==> config.mk <==
export PLATFORM = sky130hd
export DESIGN_NAME = nibble_serial_adder_flat
export DESIGN_NICKNAME = d
export VERILOG_FILES = /design/src/rtl/nibble_serial_adder_pkg.sv /design/src/rtl/nibble_serial_adder_if.sv /design/src/rtl/nibble_serial_adder_adder4.sv /design/src/rtl/nibble_serial_adder.sv /design/src/flat_wrapper.sv
export SDC_FILE = /design/constraint.sdc
export NUM_CORES = 1
export LEC_CHECK = 0
export ABC_AREA = 1
export BUFFER_PORTS_ARGS = -buffer_cell sky130_fd_sc_hd__clkbuf_2
export CAP_MARGIN = 10
export CORE_MARGIN = 2
export CORE_UTILIZATION = 32
export DETAILED_ROUTE_END_ITERATION = 6
export GPL_ROUTABILITY_DRIVEN = 0
export PLACE_DENSITY = 0.59
export SYNTH_ARGS = -nofsm -noshare
export SYNTH_HDL_FRONTEND = slang
export SYNTH_SLANG_ARGS = --single-unit
==> constraint.sdc <==
create_clock -name clk -period 1.6 [get_ports clk]
set_input_delay 0.16 -clock clk [delete_from_list [all_inputs] [get_ports clk]]
set_output_delay 0.16 -clock clk [all_outputs]
set_load 0.01 [all_outputs]
==> src/rtl/nibble_serial_adder_pkg.sv <==
// Shared types and constants for the nibble-serial add/subtract unit.
// Latency: n/a (declarations only).
// Backpressure: n/a.
package alu_pkg;

   // Width of the single adder slice the operands are stepped through.
   localparam int NIBBLE_W = 4;

   // Sequencer states: accept, step nibbles, hold result for the consumer.
   typedef enum logic [1:0] {
      IDLE = 2'd0,
      RUN  = 2'd1,
      DONE = 2'd2
   } state_t;

endpackage

==> src/rtl/nibble_serial_adder_if.sv <==
// Request/result bundle between the ALU issue logic and the serial adder.
// Latency: n/a (wires only).
// Backpressure: valid/ready on both the request and the result side.
interface nibble_serial_adder_if #(
   parameter int WIDTH = 32
);
   logic             in_valid;
   logic             in_ready;
   logic [WIDTH-1:0] a;
   logic [WIDTH-1:0] b;
   logic             sub;
   logic             out_valid;
   logic             out_ready;
   logic [WIDTH-1:0] result;
   logic             carry_out;
   logic             overflow;
   logic             zero;

   // Requester/consumer side.
   modport master (
      output in_valid, a, b, sub, out_ready,
      input  in_ready, out_valid, result, carry_out, overflow, zero
   );

   // Adder side.
   modport slave (
      input  in_valid, a, b, sub, out_ready,
      output in_ready, out_valid, result, carry_out, overflow, zero
   );
endinterface

==> src/rtl/nibble_serial_adder_adder4.sv <==
// 4-bit ripple adder slice with carry in and carry out.
// Latency: combinational.
// Backpressure: none.
module adder4 (
   input  logic [3:0] a_i,
   input  logic [3:0] b_i,
   input  logic       ci_i,
   output logic [3:0] sum_o,
   output logic       co_o
);
   assign {co_o, sum_o} = {1'b0, a_i} + {1'b0, b_i} + {4'b0000, ci_i};
endmodule

==> src/rtl/nibble_serial_adder.sv <==
// WIDTH-bit add/subtract stepped one nibble per cycle through a single adder4.
// Latency: result valid WIDTH/4 edges after the accept edge.
// Backpressure: result held until out_ready; no new request taken until then.
module nibble_serial_adder
   import alu_pkg::*;
#(
   parameter int WIDTH = 32
) (
   input  logic                 clk,
   input  logic                 reset_n,
   nibble_serial_adder_if.slave bus
);

   localparam int N     = WIDTH / NIBBLE_W;
   localparam int CNT_W = $clog2(N) + 1;
   localparam logic [CNT_W-1:0] LAST_STEP = CNT_W'(N - 1);

   generate
      if (WIDTH < NIBBLE_W || (WIDTH % NIBBLE_W) != 0) begin : g_bad_width
         $error("nibble_serial_adder: WIDTH must be a non-zero multiple of 4");
      end
   endgenerate

   state_t               state_q, state_d;
   logic [CNT_W-1:0]     cnt_q, cnt_d;
   logic [WIDTH-1:0]     opa_q, opa_d;
   logic [WIDTH-1:0]     opb_q, opb_d;
   logic [WIDTH-1:0]     res_q, res_d;
   logic                 carry_q, carry_d;
   logic                 sign_a_q, sign_a_d;
   logic                 sign_b_q, sign_b_d;

   logic [NIBBLE_W-1:0]       sum4;
   logic                      co4;
   logic [WIDTH+NIBBLE_W-1:0] res_shift;

   // Only this slice adds; inter-nibble carry travels through carry_q.
   adder4 u_adder4 (
      .a_i   (opa_q[NIBBLE_W-1:0]),
      .b_i   (opb_q[NIBBLE_W-1:0]),
      .ci_i  (carry_q),
      .sum_o (sum4),
      .co_o  (co4)
   );

   // New nibble enters at the top so the LSB nibble ends up at the bottom.
   assign res_shift = {sum4, res_q};

   // State and datapath registers.
   always_ff @(posedge clk or negedge reset_n) begin
      if (!reset_n) begin
         state_q  <= IDLE;
         cnt_q    <= '0;
         opa_q    <= '0;
         opb_q    <= '0;
         res_q    <= '0;
         carry_q  <= 1'b0;
         sign_a_q <= 1'b0;
         sign_b_q <= 1'b0;
      end else begin
         state_q  <= state_d;
         cnt_q    <= cnt_d;
         opa_q    <= opa_d;
         opb_q    <= opb_d;
         res_q    <= res_d;
         carry_q  <= carry_d;
         sign_a_q <= sign_a_d;
         sign_b_q <= sign_b_d;
      end
   end

   // Next-state: latch operands on accept, step one nibble per RUN cycle.
   always_comb begin
      state_d  = state_q;
      cnt_d    = cnt_q;
      opa_d    = opa_q;
      opb_d    = opb_q;
      res_d    = res_q;
      carry_d  = carry_q;
      sign_a_d = sign_a_q;
      sign_b_d = sign_b_q;
      case (state_q)
         IDLE: begin
            if (bus.in_valid) begin
               opa_d    = bus.a;
               opb_d    = bus.sub ? ~bus.b : bus.b;
               carry_d  = bus.sub;   // +1 completes the two's complement of B
               sign_a_d = bus.a[WIDTH-1];
               sign_b_d = opb_d[WIDTH-1];
               cnt_d    = '0;
               state_d  = RUN;
            end
         end
         RUN: begin
            opa_d   = opa_q >> NIBBLE_W;
            opb_d   = opb_q >> NIBBLE_W;
            res_d   = res_shift[WIDTH+NIBBLE_W-1:NIBBLE_W];
            carry_d = co4;
            cnt_d   = cnt_q + CNT_W'(1);
            if (cnt_q == LAST_STEP) begin
               state_d = DONE;
            end
         end
         DONE: begin
            if (bus.out_ready) begin
               state_d = IDLE;
            end
         end
         default: state_d = IDLE;
      endcase
   end

   assign bus.in_ready  = (state_q == IDLE);
   assign bus.out_valid = (state_q == DONE);
   assign bus.result    = res_q;
   assign bus.carry_out = carry_q;
   assign bus.overflow  = (sign_a_q == sign_b_q) && (res_q[WIDTH-1] != sign_a_q);
   assign bus.zero      = ~|res_q;

`ifndef SYNTHESIS
   logic [WIDTH-1:0] chk_a_q;
   logic [WIDTH-1:0] chk_b_q;
   logic             chk_sub_q;

   // Full-width copies of the accepted operands, used only to cross-check the result.
   always_ff @(posedge clk or negedge reset_n) begin
      if (!reset_n) begin
         chk_a_q   <= '0;
         chk_b_q   <= '0;
         chk_sub_q <= 1'b0;
      end else if (state_q == IDLE && bus.in_valid) begin
         chk_a_q   <= bus.a;
         chk_b_q   <= opb_d;
         chk_sub_q <= bus.sub;
      end
   end

   a_done_sum: assert property (@(posedge clk) disable iff (!reset_n)
      (state_q == DONE) |-> ({carry_q, res_q} ==
         ({1'b0, chk_a_q} + {1'b0, chk_b_q} + {{WIDTH{1'b0}}, chk_sub_q})));
`endif

endmodule

==> src/flat_wrapper.sv <==
// flat-port wrapper written by rule: the top's interface ports become plain ports
module nibble_serial_adder_flat import alu_pkg::*;
#(
   parameter int WIDTH = 32
)
  (clk, reset_n, bus_in_valid, bus_a, bus_b, bus_sub, bus_out_ready, bus_in_ready, bus_out_valid, bus_result, bus_carry_out, bus_overflow, bus_zero);
  nibble_serial_adder_if #(.WIDTH(WIDTH)) bus_i ();
  input  logic clk;
  input  logic reset_n;
  input wire logic [$bits(bus_i.in_valid)-1:0] bus_in_valid;
  input wire logic [$bits(bus_i.a)-1:0] bus_a;
  input wire logic [$bits(bus_i.b)-1:0] bus_b;
  input wire logic [$bits(bus_i.sub)-1:0] bus_sub;
  input wire logic [$bits(bus_i.out_ready)-1:0] bus_out_ready;
  output wire logic [$bits(bus_i.in_ready)-1:0] bus_in_ready;
  output wire logic [$bits(bus_i.out_valid)-1:0] bus_out_valid;
  output wire logic [$bits(bus_i.result)-1:0] bus_result;
  output wire logic [$bits(bus_i.carry_out)-1:0] bus_carry_out;
  output wire logic [$bits(bus_i.overflow)-1:0] bus_overflow;
  output wire logic [$bits(bus_i.zero)-1:0] bus_zero;
  assign bus_i.in_valid = bus_in_valid;
  assign bus_i.a = bus_a;
  assign bus_i.b = bus_b;
  assign bus_i.sub = bus_sub;
  assign bus_i.out_ready = bus_out_ready;
  assign bus_in_ready = bus_i.in_ready;
  assign bus_out_valid = bus_i.out_valid;
  assign bus_result = bus_i.result;
  assign bus_carry_out = bus_i.carry_out;
  assign bus_overflow = bus_i.overflow;
  assign bus_zero = bus_i.zero;
  nibble_serial_adder #(.WIDTH(WIDTH)) u_core (.clk(clk), .reset_n(reset_n), .bus(bus_i));
endmodule
==> results of run 1 <==
==> logic make-up after synthesis <==
| group | synth area share [%] |
|---|---|
| AND/OR/NAND/NOR | 22.2 |
| XOR/XNOR | 5.54 |
| adder cells (fa/ha/maj) | 1.78 |
| flip-flops | 51.9 |
| AO/OA/AOI/OAI | 10.3 |
| buffers and inverters | 8.24 |
==> placed cells by master (no fill, tap or decap), drive strengths merged <==
cell type      n
a21oi          4
buf           22
bufinv         1
clkbuf       115
clkinv         1
clkinvlp       1
dfrtp        105
dlygate4sd3    1
fa             2
ha             4
inv           65
nand2        216
nand3         37
nand3b         1
nand4          1
nor2          24
o211ai         2
o21ai         96
o22ai          1
xnor2          3
xor2          29
==> layer usage <==
layer	GRT usage, %	wire [um]	part of all wire (%)
met1	19.4	5530	48
met3	3.28	368	3.2
met2	23.5	5300	46
met5	0	0	0
met4	5.31	202	1.8
==> sequential cells by signal, indices dropped and copies added (netlist names) <==
signal and cells:
u_core.bus.carry_out 1, u_core.sign_b_q 1, u_core.opb_q 32, u_core.opa_q 32, u_core.sign_a_q 1, u_core.state_q 2
u_core.bus.result 32, u_core.cnt_q 4
==> final timing paths <==
kind                                          to  cells after the start
max                                     bus_zero                      6
min                             u_core.opa_q[29]                      3
max reg2reg                 u_core.bus.carry_out                      8
min reg2reg                     u_core.opb_q[31]                      2
max in group asynchronous  u_core.bus.result[31]                      3
min in group asynchronous   u_core.bus.result[0]                      2
==> power by group <==
| part | switching (W) | total, W | internal [W] |
|---|---|---|---|
| registers | 0.000703 | 0.00459 | 0.00389 |
| clock network | 0.000959 | 0.00222 | 0.00126 |
| logic | 0.00336 | 0.00538 | 0.00202 |
| total | 0.00502 | 0.0122 | 0.00717 |
==> cell type report <==
class	instances	area, sq um	area share [%]
clock buffers	12	246	3.96
clock inverters	4	51.3	0.825
inverters	64	243	3.90
multi-input cells	420	2040	32.7
flip-flops and latches	105	2630	42.3
well taps	211	264	4.24
repair buffers	126	751	12.1
==> through the flow <==
stage,util [%],setup slack (ns)
final,40.6,0.0547
after global routing,40.6,-0.0395
after CTS,40.3,0.000731
after detailed placement,38.3,-0.00418
after global placement,38.3,0.0118
after floorplan,-,0.0250
==> worst max-delay path: cells and delay by family, from the launching register on <==
| kind | cells | cell delay, ns |
|---|---|---|
| flip-flops | 1 | 0.45 |
| buffers and inverters | 1 | 0.13 |
| AND/OR/NAND/NOR | 5 | 0.46 |
==> timing repair <==
item	CTS	global route
gates resized for setup	1	8
setup buffers	0	5
hold buffers	1	0
pin swaps	0	7
endpoints found under the setup margin	2	35
hold endpoints to repair	105	0
==> impl_metrics.json, run 1 <==
{
  "clk_latency_ns": 0.35,
  "clock_path_buffers": 2,
  "synth-main-ff-cell": "dfrtp_1",
  "grt_pass1_wl_um": 19300,
  "ios": 106,
  "slowest_stage": "dfrtp_2",
  "cpPeakStageDelay_ns": 0.45,
  "path_class": "flip-flop to primary output",
  "overflow": 0,
  "cts_buffers": 9,
  "rows": 45,
  "cts.clk_slew.worst_paths_ns": 0.07,
  "antenna_found_initial": 0,
  "wl_per_cell_um": 12.1,
  "yosysSeqAreaShare_pct": 51.9,
  "place_hpwl_um": 8130,
  "crit_path_start_kind": "flip-flop",
  "yosysMostFrequentCell": "nand2_1",
  "r2r_slack_ns": 0.06,
  "fin_total_pwr_w": 0.0122,
  "gr-usage-all-layers_pct": 14.6,
  "htree_levels": 3,
  "ys_ff_latch": 105,
  "dpl.cell_count": 920,
  "drv_cap": 0,
  "synthDistinctLibCells": 24,
  "dr_total_vias": 4182,
  "clock_sinks": 105,
  "die_h_um": 130,
  "core_sq_um": 15300,
  "root_buffer": "clkbuf_16",
  "synth_enable_flop_cells": 0,
  "worst_pin_slew_ns": 0.432,
  "fin_cells": 942,
  "nFillCells": 1641,
  "slew_headroom_pct": 71.2,
  "grt_max_degree": 48,
  "syn_nets": 696,
  "hold_ws_ns": 0.0450,
  "period_share_pct": 96.6,
  "setup_viol_count_final": 0,
  "netlist_area_sq_um": 5060,
  "grt_pass1_vias": 4006,
  "fin_setup_tns_ns": 0,
  "port_buffers": 105,
  "dieArea_sq_um": 16800,
  "rsz0062_at_grt": "true",
  "p_leak_nw": 3.17,
  "ys_async_sr_fraction_pct": 100,
  "outcome": "finished clean",
  "ir_drop_v": 0.000811,
  "final.min_clock_period_ns": 1.55,
  "post_dp_cell_area_sq_um": 5860,
  "power_density_nw_per_um2": 1960,
  "final_nets": 801,
  "synth_warnings": 0,
  "cts_tree": "built",
  "reg2reg_from": "u_core.bus.carry_out",
  "drc": 0,
  "dr.pass1.iters": 4,
  "hold_path_startpoint": "bus_a[29]",
  "fmax_mhz": 647,
  "design_area_sq_um": 6220,
  "cp_max_fo": 5,
  "drtIter0Drc": 237,
  "synthTopCellsByCount": "213 x nand2_1, 105 x dfrtp_1, 62 x o21ai_0, 61 x inv_1, 37 x nand3_1",
  "via_per_inst": 4.44,
  "synth_area_leader_cell": "dfrtp_1",
  "hold_class": "input pin to flip-flop",
  "final_hold_viol_count": 0,
  "ant_nets": 0,
  "area_growth_pct": 23.0,
  "drive_gt1_share_pct": 21.2,
  "synth_top_area_share_pct": 51.9,
  "cp_cell_sequence": "nor2_1 -> nand2_1 -> nor2_2 -> nand2_1 -> nor2_1 -> buf_2",
  "synth_area_leaders": "dfrtp_1 52%, nand2_1 16%, o21ai_0 6.1%",
  "drv_slew": 0,
  "initial_core_util_pct": 33.0,
  "cp-startpoint": "u_core.bus.result[31]",
  "wirelength_um": 11400,
  "antenna_cells": 0,
  "cp-end-kind": "primary output",
  "clock_skew_ns": 0.00497,
  "critPathRequiredTime_ns": 1.44,
  "syn_inst": 621,
  "fp.dieW_um": 130,
  "syn_area_per_cell_sq_um": 8.15,
  "arrival_ns": 1.39
}
Power figures use the tool's default switching activity.
==> run 2, diff against run 1 <==
--- a/config.mk
+++ b/config.mk
@@ -8,10 +8,11 @@
 export ABC_AREA = 1
 export BUFFER_PORTS_ARGS = -buffer_cell sky130_fd_sc_hd__clkbuf_2
 export CAP_MARGIN = 10
-export CORE_MARGIN = 2
 export CORE_UTILIZATION = 32
+export CTS_CLUSTER_SIZE = 25
 export DETAILED_ROUTE_END_ITERATION = 6
 export GPL_ROUTABILITY_DRIVEN = 0
+export HOLD_SLACK_MARGIN = 0.1
 export PLACE_DENSITY = 0.59
 export SYNTH_ARGS = -nofsm -noshare
 export SYNTH_HDL_FRONTEND = slang
==> run 2 against run 1 <==
  * Highest routed layer unchanged
  * Register-to-register slack lost 0.04 ns
  * Sequential share of layout area shrank 1.1 points
  * Via count grew 0.74%
  * Sequential power is essentially flat
  * First-iteration DRC count shrank 9.7%
  * Largest cell class unchanged
==> impl_metrics.json, run 2 (same netlist as run 1, synthesis figures left out) <==
{
  "ir_drop_v": 0.00104,
  "r2r_slack_ns": 0.02,
  "hold_class": "input pin to flip-flop",
  "die_h_um": 128,
  "drc": 0,
  "reg2reg_from": "u_core.bus.carry_out",
  "port_buffers": 105,
  "core_sq_um": 15300,
  "root_buffer": "clkbuf_16",
  "grt_max_degree": 73,
  "cts.clk_slew.worst_paths_ns": 0.07,
  "dieArea_sq_um": 16300,
  "via_per_inst": 4.40,
  "path_class": "flip-flop to flip-flop",
  "reg2reg_depth": 7,
  "overflow": 0,
  "layout_common_cells": "213 x nand2_1, 104 x dfrtp_1, 103 x clkbuf_2, 61 x o21ai_0, 59 x inv_1",
  "ant_nets": 0,
  "antenna_found_initial": 0,
  "cp-end-kind": "flip-flop",
  "fin_total_pwr_w": 0.0124,
  "grt.met1_usage_pct": 20.0,
  "drive_gt1_share_pct": 21.8,
  "grt_pass1_vias": 3982,
  "dr_total_vias": 4213,
  "drtIter0Drc": 214,
  "wl_per_cell_um": 12.0,
  "hold_ws_ns": 0.102,
  "antenna_cells": 0,
  "power_density_nw_per_um2": 1940,
  "cp-startpoint": "u_core.bus.carry_out",
  "worst_pin_slew_ns": 0.439,
  "area_growth_pct": 26.3,
  "use_met2_pct": 24.0,
  "use_met3_pct": 3.21,
  "fp.dieW_um": 128,
  "hold_path_startpoint": "bus_b[18]",
  "crit_path_start_kind": "flip-flop",
  "gr-usage-all-layers_pct": 14.9,
  "grt_pass1_wl_um": 19100,
  "period_share_pct": 98.5,
  "cts_tree": "built",
  "drv_slew": 0,
  "clock_sinks": 105,
  "min_to": "u_core.opb_q[18]",
  "arrival_ns": 1.82,
  "cp_max_fo": 2,
  "critPathRequiredTime_ns": 1.84,
  "fin_cells": 957,
  "p_leak_nw": 3.25,
  "post_dp_cell_area_sq_um": 5870,
  "slew_headroom_pct": 70.8,
  "dpl.cell_count": 917,
  "busiest_layer": "met2",
  "drv_cap": 0,
  "wirelength_um": 11400,
  "rows": 45,
  "final.min_clock_period_ns": 1.58,
  "cts_buffers": 9,
  "layout_commonest_cell": "nand2_1",
  "final_nets": 816,
  "final_hold_viol_count": 0,
  "dr.pass1.iters": 4,
  "setup_viol_count_final": 0,
  "initial_core_util_pct": 33.0,
  "outcome": "finished clean",
  "htree_levels": 3,
  "hold_path_depth": 4,
  "place_hpwl_um": 7870,
  "fmax_mhz": 634,
  "ios": 106,
  "reg2reg_to": "u_core.bus.result[30]",
  "clk_latency_ns": 0.35,
  "clock_skew_ns": 0.00773,
  "clock_path_buffers": 2,
  "design_area_sq_um": 6390,
  "rsz0062_at_grt": "true"
}
==> run 2: cell count changes in the layout (fill, tap and decap cells not counted), moves of 2 or more <==
cell	before	now
clkinvlp_4	1	3
dlygate4sd3_1	1	11
buf_4	16	19
buf_12	5	7
clkbuf_1	2	0
==> run 2: layer usage <==
metal | vias up | part of all wire [%] | wire (um)
li1 | 2183 | - | -
met1 | 1945 | 49 | 5660
met2 | 79 | 46 | 5310
met3 | 6 | 3.4 | 384
met4 | 0 | 0.74 | 85
met5 | - | 0 | 0
==> run 2: how the worst max path moves through the flow <==
stage	endpoint
floorplan	u_core.bus.carry_out
global placement	u_core.bus.carry_out
CTS	bus_zero
detailed placement	u_core.bus.carry_out
global route	u_core.bus.result[30]
finish	u_core.bus.result[30]
==> run 2: cell type report <==
| class | count | area (sq um) |
|---|---|---|
| Timing Repair Buffer | 141 | 913 |
| Fill cell | 1635 | 8920 |
| Inverter | 64 | 243 |
| Clock buffer | 9 | 225 |
| Multi-Input combinational cell | 420 | 2050 |
| Clock inverter | 7 | 71.3 |
| Tap cell | 211 | 264 |
| Sequential cell | 105 | 2630 |
==> run 2: report_power, final <==
| group | internal [W] | switching [W] |
|---|---|---|
| clock network | 0.00121 | 0.000994 |
| registers | 0.00389 | 0.000702 |
| logic | 0.00219 | 0.00341 |
| total | 0.00728 | 0.00511 |
==> run 2: worst max-delay path, cell delays in order, from the launching register on <==
cell and delay, ns:
dfrtp_1 0.36, inv_2 0.05, fa_2 0.40, fa_2 0.38
nor2_4 0.11, nor2_1 0.05, nand2_1 0.07, o21ai_1 0.05
==> run 2: timing repair <==
action	4_1_cts	5_1_grt
resized for setup	2	10
hold buffers	11	0
pin swaps	2	3
setup endpoints to repair	3	38
setup buffers	0	13
hold endpoints to repair	116	0
==> run 2: through the flow <==
stage,util (%),setup slack (ns),TNS (ns)
2_1_floorplan,-,0.0250,0
3_3_place_gp,38.3,0.0117,0
3_5_place_dp,38.3,-0.00983,-0.00983
4_1_cts,41.0,0.00537,0
5_1_grt,41.7,-0.0643,-0.138
6_report,41.7,0.0239,0
==> run 3, diff against run 2 <==
--- a/config.mk
+++ b/config.mk
@@ -8,12 +8,12 @@
 export ABC_AREA = 1
 export BUFFER_PORTS_ARGS = -buffer_cell sky130_fd_sc_hd__clkbuf_2
 export CAP_MARGIN = 10
-export CORE_UTILIZATION = 32
+export CORE_UTILIZATION = 49
 export CTS_CLUSTER_SIZE = 25
 export DETAILED_ROUTE_END_ITERATION = 6
 export GPL_ROUTABILITY_DRIVEN = 0
 export HOLD_SLACK_MARGIN = 0.1
-export PLACE_DENSITY = 0.59
+export PLACE_DENSITY = 0.82
 export SYNTH_ARGS = -nofsm -noshare
 export SYNTH_HDL_FRONTEND = slang
 export SYNTH_SLANG_ARGS = --single-unit
==> run 3 against run 2 <==
  * Combinational power about the same
  * Cell count down 7.3%
  * Sequential share of layout area up 0.71 points
  * Maximum frequency down 2.4%
  * Highest routed layer unchanged
  * The flow now finishes with violations (setup timing)
  * Largest power group unchanged
  * Critical path depth grew 1
==> impl_metrics.json, run 3 (same netlist as run 1, synthesis figures left out) <==
{
  "outcome": "finished with violations",
  "violations": "setup timing",
  "wirelength_um": 11000,
  "path_class": "flip-flop to flip-flop",
  "grt_pass1_wl_um": 18900,
  "cpPeakStageDelay_ns": 0.41,
  "die_h_um": 104,
  "gr-usage-all-layers_pct": 21.5,
  "drv_cap": 0,
  "clk_latency_ns": 0.36,
  "r2r_slack_ns": -0.02,
  "dieArea_sq_um": 10700,
  "dr_total_vias": 4394,
  "power.share.sequential_pct": 39.2,
  "overflow": 0,
  "cp_cell_sequence": "inv_2 -> fa_2 -> fa_2 -> nor2_4 -> o21ai_1 -> nand2_1 -> nand2_1 -> nand2_1",
  "wl_per_cell_um": 12.4,
  "drv_slew": 0,
  "hold_class": "input pin to flip-flop",
  "fmax_mhz": 619,
  "p_leak_nw": 3.23,
  "clock_path_buffers": 2,
  "p_switching_w": 0.00507,
  "rows": 36,
  "critPathRequiredTime_ns": 1.90,
  "crit_path_start_kind": "flip-flop",
  "cts_tree": "built",
  "arrival_ns": 1.92,
  "antenna_found_initial": 0,
  "fp.dieW_um": 104,
  "htree_levels": 3,
  "fin_total_pwr_w": 0.0117,
  "area_growth_pct": 24.1,
  "power_density_nw_per_um2": 1870,
  "busiest_layer": "met2",
  "final.min_clock_period_ns": 1.62,
  "port_buffers": 105,
  "cp-end-kind": "flip-flop",
  "cp_max_fo": 2,
  "ant_nets": 0,
  "place_hpwl_um": 7210,
  "comb_power_share_pct": 47.5,
  "final_hold_viol_count": 0,
  "fin_setup_tns_ns": -0.0152,
  "initial_core_util_pct": 51.0,
  "cts.clk_slew.worst_paths_ns": 0.11,
  "layout_common_cells": "213 x nand2_1, 105 x dfrtp_1, 104 x clkbuf_2, 61 x o21ai_0, 60 x inv_1",
  "layout_commonest_cell": "nand2_1",
  "antenna_cells": 0,
  "clock_skew_ns": 0.0159,
  "cp_num_buf_inv": 1,
  "layout_setup_ws_ns": -0.0152,
  "slew_headroom_pct": 61.0,
  "rsz0062_at_grt": "true",
  "setup_viol_count_final": 1,
  "via_per_inst": 4.95,
  "period_share_pct": 101,
  "crit_family": "adder cells",
  "intPower_w": 0.00665,
  "worst_pin_slew_ns": 0.585,
  "clock_sinks": 105,
  "final_nets": 824,
  "use_met2_pct": 37.0,
  "drc": 0,
  "grt_max_degree": 106,
  "dr.pass1.iters": 4,
  "post-place-ws_ns": -0.0142,
  "cts_buffers": 9,
  "ir_drop_v": 0.00199,
  "switching_share_pct": 43.3,
  "root_buffer": "clkbuf_8",
  "drive_gt1_share_pct": 20.0,
  "ios": 106,
  "grt_pass1_vias": 4304,
  "use_met3_pct": 2.52,
  "slowest_stage": "fa_2",
  "grt.met1_usage_pct": 27.5,
  "core_sq_um": 9910,
  "worst_path_most_repeated_cell": "nand2_1",
  "pwr-share-clk_pct": 13.3,
  "drtIter0Drc": 202
}
==> run 3: what timing repair did <==
action,in CTS,in global routing
setup buffers,1,7
endpoints found under the hold margin,131,0
pin swaps,2,3
resized for setup,1,6
endpoints found under the setup margin,2,39
cloned,0,1
hold buffers,26,0
==> run 3: metrics by stage <==
| stage | cells | utilization (%) | hold WS [ns] | cell area, sq um |
|---|---|---|---|---|
| after global routing | 887 | 63.4 | 0.116 | 6280 |
| after detailed placement | 836 | 57.8 | 0.272 | 5730 |
| after CTS | 879 | 62.4 | 0.100 | 6190 |
| after floorplan | 621 | - | -0.136 | 5060 |
| final | 887 | 63.4 | 0.105 | 6280 |
| after global placement | 836 | 57.8 | 0.273 | 5730 |
==> run 3: worst min-delay path, stage by stage <==
cell and delay, ns:
clkbuf_2 0.08, xor2_1 0.06, nand2_1 0.06, nand3_1 0.07
==> run 3: final timing paths <==
path                       depth (start not counted)        startpoint                    end
max in group asynchronous                          3           reset_n  u_core.bus.result[19]
min                                                4         bus_b[20]       u_core.opb_q[20]
max reg2reg                                        8   u_core.opa_q[0]   u_core.bus.carry_out
max                                                8   u_core.opa_q[0]   u_core.bus.carry_out
min reg2reg                                        2  u_core.opb_q[30]       u_core.opb_q[26]
min in group asynchronous                          3           reset_n       u_core.opa_q[12]
==> run 3: area by class of cell <==
class | instances | area (sq um)
Fill cell | 823 | 3630
Sequential cell | 105 | 2630
Multi-Input combinational cell | 420 | 2030
Timing Repair Buffer | 149 | 1020
Inverter | 64 | 243
Tap cell | 133 | 166
Clock buffer | 10 | 138
Clock inverter | 6 | 50.0
==> run 3: metal layers <==
layer  vias to the layer above  share of wire (%)
met1                      2067                 45
li1                       2195                  -
met2                       109                 50
met4                         0                2.2
met3                        23                3.3
met5                         -                  0
==> run 3: power groups by stage <==
stage / clock (W) / combinational [W] / sequential (W)
3_5_place_dp: 0 / 0.00522 / 0.00465
3_3_place_gp: 0 / 0.00500 / 0.00459
4_1_cts: 0.00159 / 0.00533 / 0.00460
6_report: 0.00156 / 0.00557 / 0.00459
5_1_grt: 0.00169 / 0.00637 / 0.00474
2_1_floorplan: 0 / 0.00369 / 0.00463
